## src/rtl/byteswap_arbiter.sv

```systemverilog
// Two-requester round-robin arbiter feeding one registered 32-bit byte-reversal stage.
// Define BYTESWAP_HALFWORD_EN to add per-requester mode ports (mode 1 = swap bytes within halfwords).
//
// last_grant | meaning
// 0          | req0 took the last accepted word; req1 wins the next contention
// 1          | req1 took the last accepted word (reset); req0 wins the next contention
module byteswap_arbiter #(
   parameter int CNT_W = 16
) (
   input  logic             clk,
   input  logic             reset,
   input  logic             req0_valid,
   input  logic [31:0]      req0_data,
   output logic             req0_ready,
   input  logic             req1_valid,
   input  logic [31:0]      req1_data,
   output logic             req1_ready,
`ifdef BYTESWAP_HALFWORD_EN
   input  logic             req0_mode,
   input  logic             req1_mode,
`endif
   output logic             out_valid,
   output logic [31:0]      out_data,
   output logic             out_src,
   input  logic             out_ready,
   output logic [CNT_W-1:0] cnt0,
   output logic [CNT_W-1:0] cnt1
);

   logic        last_grant;
   logic        grant0;
   logic        grant1;
   logic        can_accept;
   logic        acc0;
   logic        acc1;
   logic [31:0] sel_data;
   logic        sel_mode;
   logic [31:0] swapped;

   // Grants depend only on valids and the pointer, never on data.
   assign grant0     = req0_valid & (~req1_valid | last_grant);
   assign grant1     = req1_valid & (~req0_valid | ~last_grant);
   assign can_accept = ~out_valid | out_ready;
   assign req0_ready = can_accept & grant0;
   assign req1_ready = can_accept & grant1;
   assign acc0       = req0_valid & req0_ready;
   assign acc1       = req1_valid & req1_ready;

   assign sel_data = grant1 ? req1_data : req0_data;

`ifdef BYTESWAP_HALFWORD_EN
   assign sel_mode = grant1 ? req1_mode : req0_mode;
`else
   assign sel_mode = 1'b0;
`endif

   always_comb begin
      swapped = {sel_data[7:0], sel_data[15:8], sel_data[23:16], sel_data[31:24]};
      if (sel_mode)
         swapped = {sel_data[23:16], sel_data[31:24], sel_data[7:0], sel_data[15:8]};
   end

   always_ff @(posedge clk or posedge reset) begin
      if (reset) begin
         out_valid  <= 1'b0;
         out_data   <= 32'h0;
         out_src    <= 1'b0;
         last_grant <= 1'b1;
         cnt0       <= '0;
         cnt1       <= '0;
      end else if (acc0 | acc1) begin
         out_valid  <= 1'b1;
         out_data   <= swapped;
         out_src    <= acc1;
         last_grant <= acc1;
         if (acc0)
            cnt0 <= cnt0 + 1'b1;
         if (acc1)
            cnt1 <= cnt1 + 1'b1;
      end else if (out_ready) begin
         out_valid <= 1'b0;
      end
   end

endmodule
```

## config.mk

```make
export PLATFORM = sky130hd
export DESIGN_NAME = byteswap_arbiter
export DESIGN_NICKNAME = d
export VERILOG_FILES = /design/src/rtl/byteswap_arbiter.sv
export SDC_FILE = /design/constraint.sdc
export NUM_CORES = 1
export LEC_CHECK = 0
export CORE_UTILIZATION = 42
export CTS_CLUSTER_DIAMETER = 200
export DETAILED_ROUTE_END_ITERATION = 8
export PLACE_DENSITY = 0.88
export RECOVER_POWER = 100
export REMOVE_ABC_BUFFERS = 1
export SYNTH_ARGS = -nofsm -noshare
export SYNTH_HDL_FRONTEND = slang
export SYNTH_SLANG_ARGS = --single-unit
```

## constraint.sdc

```tcl
create_clock -name clk -period 2.47 [get_ports clk]
set_input_delay 0.3705 -clock clk [delete_from_list [all_inputs] [get_ports clk]]
set_output_delay 0.3705 -clock clk [all_outputs]
set_load 0.1 [all_outputs]
```

==> out/results.txt, run 1 <==
pin count of the biggest net entering global routing -> 68
DR WL/cell -> 13.2 um
Critical Path RT -> 2100 ps
power per cell area -> 1050 mW/mm^2
Worst Tran Pin Value -> 1610 ps
Util after Layout -> 0.621
global-route wire length before repair -> 12,200 um
Mapped Area -> 0.00302 sq mm
total number of vias -> 2,712
PortBufs -> 136
RR Startpoint -> cnt1[0]
post-route ant nets -> 0
Die Ht -> 86.8 um
routability cong. -> 0.781
relative slew slack -> -0.0716
I/O pin total -> 137
CTS Buf Count -> 9
final instance count without filler cells -> 552
vias per std cell -> 4.91
Hold Vio Cnt, Final -> 0
Max Slew Vio Count -> 68
R2R depth -> 5
first drt pass iteration count -> 4
Register Area -> 0.00168 sq mm
R2R Setup Slk -> 540 ps
Netlist cell types -> 28
Most used DFF post-synth -> dfrtp_1
critical path startpoint -> out_ready
Leak -> 1.85 nW
Final min period -> 2190 ps
layout overhead on the synthesized area -> 41.3%
clk slew on worst S/H paths -> 70 ps
Crit Reg-Reg Endpoint -> cnt1[14]
Post-synth EDFFs -> 0
#FFs+latches synth -> 67
worst vdd ir -> 0.534 mV
Synth async-reset ratio -> 1.00
area of the multi-input gates -> 0.00126 sq mm
fillcell total -> 635
Max-Cap Viols -> 1
Post-Syn Instances -> 315
Clock Skew -> 5.07 ps
global route overflow -> 0
Initial Util -> 0.440
failing checks -> max-capacitance violations, max-slew violations
Die Area -> 0.00754 sq mm
hold crit path type -> reg2reg
Chip Width -> 86.8 um
Setup violations, final -> 0
crit path max fanout -> 9
status -> finished, violations left
initial antenna violation count -> 0
CTS sink cnt -> 67
number of global-route vias before repair -> 2,646
gr usage total -> 0.211
commonest non-fill, non-tap cell in the layout -> nand2_1
Critical Path Source Type -> primary input
initial DRC count -> 88
Root Driver -> clkbuf_8
Mapped Avg Cell Area -> 9.59 sq um
data arrival time of the worst path -> 1820 ps
cts repair resizes -> 0
Setup CP Type -> in2out
Worst setup endpoint -> req1_ready
ant diodes -> 0
Hold Crit Start -> cnt0[15]
Yosys warnings -> 0
setup bufs post-CTS -> 0
Routed WL -> 7260 um
HPWL Detailed -> 5220 um
layout cells sized above 1 -> 0.0614
# hold bufs at CTS -> 0
fmax -> 0.456 GHz
Clock Path Buffers -> 2
sequential fraction of the synthesis area -> 0.555
RSZ-0062 raised after global routing -> false
placed cells -> 536
nets -> 522
Rows -> 30
H-tree depth reported by CTS -> 3
commonest cells after routing, fill and taps aside -> nand2_1, clkbuf_1, dfrtp_1, clkdlybuf4s50_1, nor2_1
latest clock arrival within the worst-skew pair -> 330 ps
CTS tree -> yes
Core Box Area -> 0.00687 sq mm
Crit. End Element -> primary output
post-route clock period utilization -> 0.888
DRC viols -> 0
==> Yosys cell counts (all sizes together) (3+ instances only) <==
master	count	share of area
nand4	9	0.021
nand3	9	0.015
xor2	15	0.043
dfrtp	66	0.55
nor4	3	0.011
and3	4	0.0083
nand2	81	0.10
buf	5	0.010
clkbuf	10	0.012
a31oi	33	0.068
nor3	4	0.0066
nor2	41	0.051
xnor2	15	0.043
inv	4	0.0050
==> metal layers <==
layer,GRT usage,routed length (um),vias up
met3,0.0524,492,13
met4,0.0955,144,0
li1,-,-,1336
met1,0.255,3110,1269
met2,0.356,3510,94
met5,0,0,-
==> cells by family (layout without fill, tap and decap cells) <==
kind of cell               after synthesis  count (layout)  share of synthesized area
AOI/OAI and AO/OA                       37              37                     0.0783
and+or+nand+nor                        158             158                      0.236
xor gates and xnor gates                30              30                     0.0870
adders and majority gates                2               2                    0.00828
buffers and inverters                   19             160                     0.0277
muxes                                    2               2                    0.00745
DFF                                     67              67                      0.555
==> power breakdown <==
group | leakage [nW] | total, mW | switching, mW | internal [mW]
Clock | 0.106 | 0.921 | 0.401 | 0.520
Sequential | 0.817 | 1.47 | 0.184 | 1.29
Combinational | 0.923 | 2.09 | 1.74 | 0.342
Total | 1.85 | 4.48 | 2.33 | 2.15
==> sequential cells by signal, indices dropped and copies added (netlist names) <==
signal      cells
cnt0           16
out_src         1
cnt1           16
out_valid       1
last_grant      1
out_data       32
==> worst max-delay path, stage by stage <==
cell and delay, ps:
dlygate4sd3_1 580, nand2b_1 290, nand2_1 240, inv_1 160, buf_12 180
==> layout make-up <==
class,instances,area share
Tap cell,96,0.0281
Timing Repair Buffer,140,0.233
Multi-Input combinational cell,229,0.294
Clock inverter,4,0.0114
Clock buffer,12,0.0363
Inverter,4,0.00352
Sequential cell,67,0.393
==> per-stage QoR <==
step | cell area [sq um] | hold slack [ps] | setup TNS, ps | power, mW | setup WS [ps]
2_1_floorplan | 2950 | 440 | -31670 | 3.19 | -975
3_3_place_gp | 4340 | 471 | 0 | 3.74 | 317
3_5_place_dp | 4340 | 474 | 0 | 3.77 | 188
4_1_cts | 4550 | 432 | 0 | 4.70 | 340
5_1_grt | 4270 | 497 | 0 | 4.68 | 162
6_report | 4270 | 475 | 0 | 4.48 | 277
==> how the worst min path moves through the flow <==
| stage | slack, ps | cells past startpoint | end |
|---|---|---|---|
| after CTS | 430 | 3 | cnt0[15] |
| after floorplan | 440 | 1 | last_grant |
| after detailed placement | 470 | 2 | out_src |
| after global placement | 470 | 2 | out_src |
| final | 470 | 1 | cnt0[15] |
| after global routing | 500 | 1 | cnt0[15] |
(Power assumes the default switching activity.)
==> run 2, diff against run 1 <==
--- a/config.mk
+++ b/config.mk
@@ -8,7 +8,7 @@
 export CORE_UTILIZATION = 42
 export CTS_CLUSTER_DIAMETER = 200
 export DETAILED_ROUTE_END_ITERATION = 8
-export PLACE_DENSITY = 0.88
+export PLACE_DENSITY = 0.81
 export RECOVER_POWER = 100
 export REMOVE_ABC_BUFFERS = 1
 export SYNTH_ARGS = -nofsm -noshare
==> out/results.txt, run 2 (synthesis gave the netlist of run 1 again) <==
status -> finished, violations left
failing checks -> max-capacitance violations, max-slew violations
power per cell area -> 1030 mW/mm^2
total number of vias -> 2,735
nets -> 522
layout overhead on the synthesized area -> 40.2%
initial antenna violation count -> 0
post-route clock period utilization -> 0.892
critical path startpoint -> out_ready
Place WS -> 252 ps
Critical Path RT -> 2100 ps
post-route ant nets -> 0
number of global-route vias before repair -> 2,688
Initial Util -> 0.440
Clock Path Buffers -> 2
Crit. End Element -> primary output
placed cell areas -> 0.00434 sq mm
DRC viols -> 0
Hold Vio Cnt, Final -> 0
Crit Reg-Reg Endpoint -> out_data[14]
max reg flops -> 32
Setup CP Type -> in2out
Clock Skew -> 12.0 ps
DR WL/cell -> 13.3 um
RR Startpoint -> out_valid
fillcell total -> 647
H-tree depth reported by CTS -> 3
Max Slew Vio Count -> 68
PortBufs -> 136
fmax -> 0.454 GHz
clk slew on worst S/H paths -> 60 ps
Worst setup endpoint -> req0_ready
Hold Crit Start -> cnt0[15]
Final Hold Slack -> 473 ps
CTS Buf Count -> 9
pin count of the biggest net entering global routing -> 68
Leak -> 1.83 nW
# hold bufs at CTS -> 0
Rows -> 30
data arrival time of the worst path -> 1830 ps
Total Neg Setup Slack -> 0 ps
RSZ-0062 raised after global routing -> false
HPWL Detailed -> 5290 um
Die Ht -> 86.8 um
Biggest register -> out_data
global route overflow -> 0
Core Box Area -> 0.00687 sq mm
hold crit path type -> reg2reg
Die Area -> 0.00754 sq mm
routability cong. -> 0.772
Routed WL -> 7360 um
Max-Cap Viols -> 1
Chip Width -> 86.8 um
CTS tree -> yes
ant diodes -> 0
cts repair resizes -> 0
Setup violations, final -> 0
initial DRC count -> 125
Critical Path Source Type -> primary input
latest clock arrival within the worst-skew pair -> 340 ps
Final min period -> 2200 ps
global-route wire length before repair -> 12,100 um
crit path max fanout -> 9
setup bufs post-CTS -> 0
CTS sink cnt -> 67
commonest non-fill, non-tap cell in the layout -> nand2_1
worst vdd ir -> 0.436 mV
first drt pass iteration count -> 4
commonest cells after routing, fill and taps aside -> nand2_1, clkbuf_1, dfrtp_1, clkdlybuf4s50_1, nor2_1
biggest regs -> out_data: 32 flops, cnt0: 16 flops, cnt1: 16 flops
R2R Setup Slk -> 590 ps
layout cells sized above 1 -> 0.0570
fin area -> 0.00424 sq mm
Worst Tran Pin Value -> 1610 ps
relative slew slack -> -0.0758
gr usage total -> 0.210
Root Driver -> clkbuf_8
R2R depth -> 4
Final WS setup -> 266 ps
I/O pin total -> 137
vias per std cell -> 4.95
total power -> 4.37 mW
[run 2: changes by cell type in the layout (fill, tap and decap cells not counted), sizes merged]
cell    change
clkbuf      +2
bufinv      -1
clkinv      -1
[run 2: worst min path at each step]
stage | to | cells past startpoint | slack [ps]
5_1_grt | cnt1[15] | 1 | 500
4_1_cts | out_data[9] | 3 | 420
2_1_floorplan | last_grant | 1 | 440
3_5_place_dp | cnt0[15] | 1 | 460
3_3_place_gp | cnt1[15] | 1 | 460
6_report | cnt0[15] | 1 | 470
[run 2: per-stage QoR]
step / util / cells
floorplan: - / 300
global placement: 0.632 / 536
detailed placement: 0.632 / 536
CTS: 0.657 / 552
global route: 0.617 / 552
finish: 0.617 / 552
[run 2: worst max-delay path, cell delays in order]
cell and delay (ps):
dlygate4sd3_1 570, nand2b_1 300, nand3_1 250, inv_1 160, buf_12 180
[run 2: power by group]
group	total [mW]	internal [mW]	switching, mW	leakage, nW
Clock	0.805	0.417	0.387	0.0905
Sequential	1.48	1.29	0.189	0.817
Combinational	2.09	0.343	1.74	0.923
Total	4.37	2.05	2.32	1.83
[run 2: routing by layer]
metal | GRT usage | wire length [um] | vias to the layer above
met2 | 0.349 | 3630 | 101
met3 | 0.0857 | 606 | 20
li1 | - | - | 1335
met1 | 0.235 | 2940 | 1279
met4 | 0.0955 | 195 | 0
met5 | 0 | 0 | -
[run 2: area by class of cell]
| cell class | count | area, sq um | share of cell area |
|---|---|---|---|
| Clock buffer | 14 | 163 | 0.0384 |
| Clock inverter | 2 | 10.0 | 0.00236 |
| Inverter | 4 | 15.0 | 0.00355 |
| Multi-Input combinational cell | 229 | 1260 | 0.297 |
| Sequential cell | 67 | 1680 | 0.396 |
| Tap cell | 96 | 120 | 0.0284 |
| Timing Repair Buffer | 140 | 993 | 0.235 |
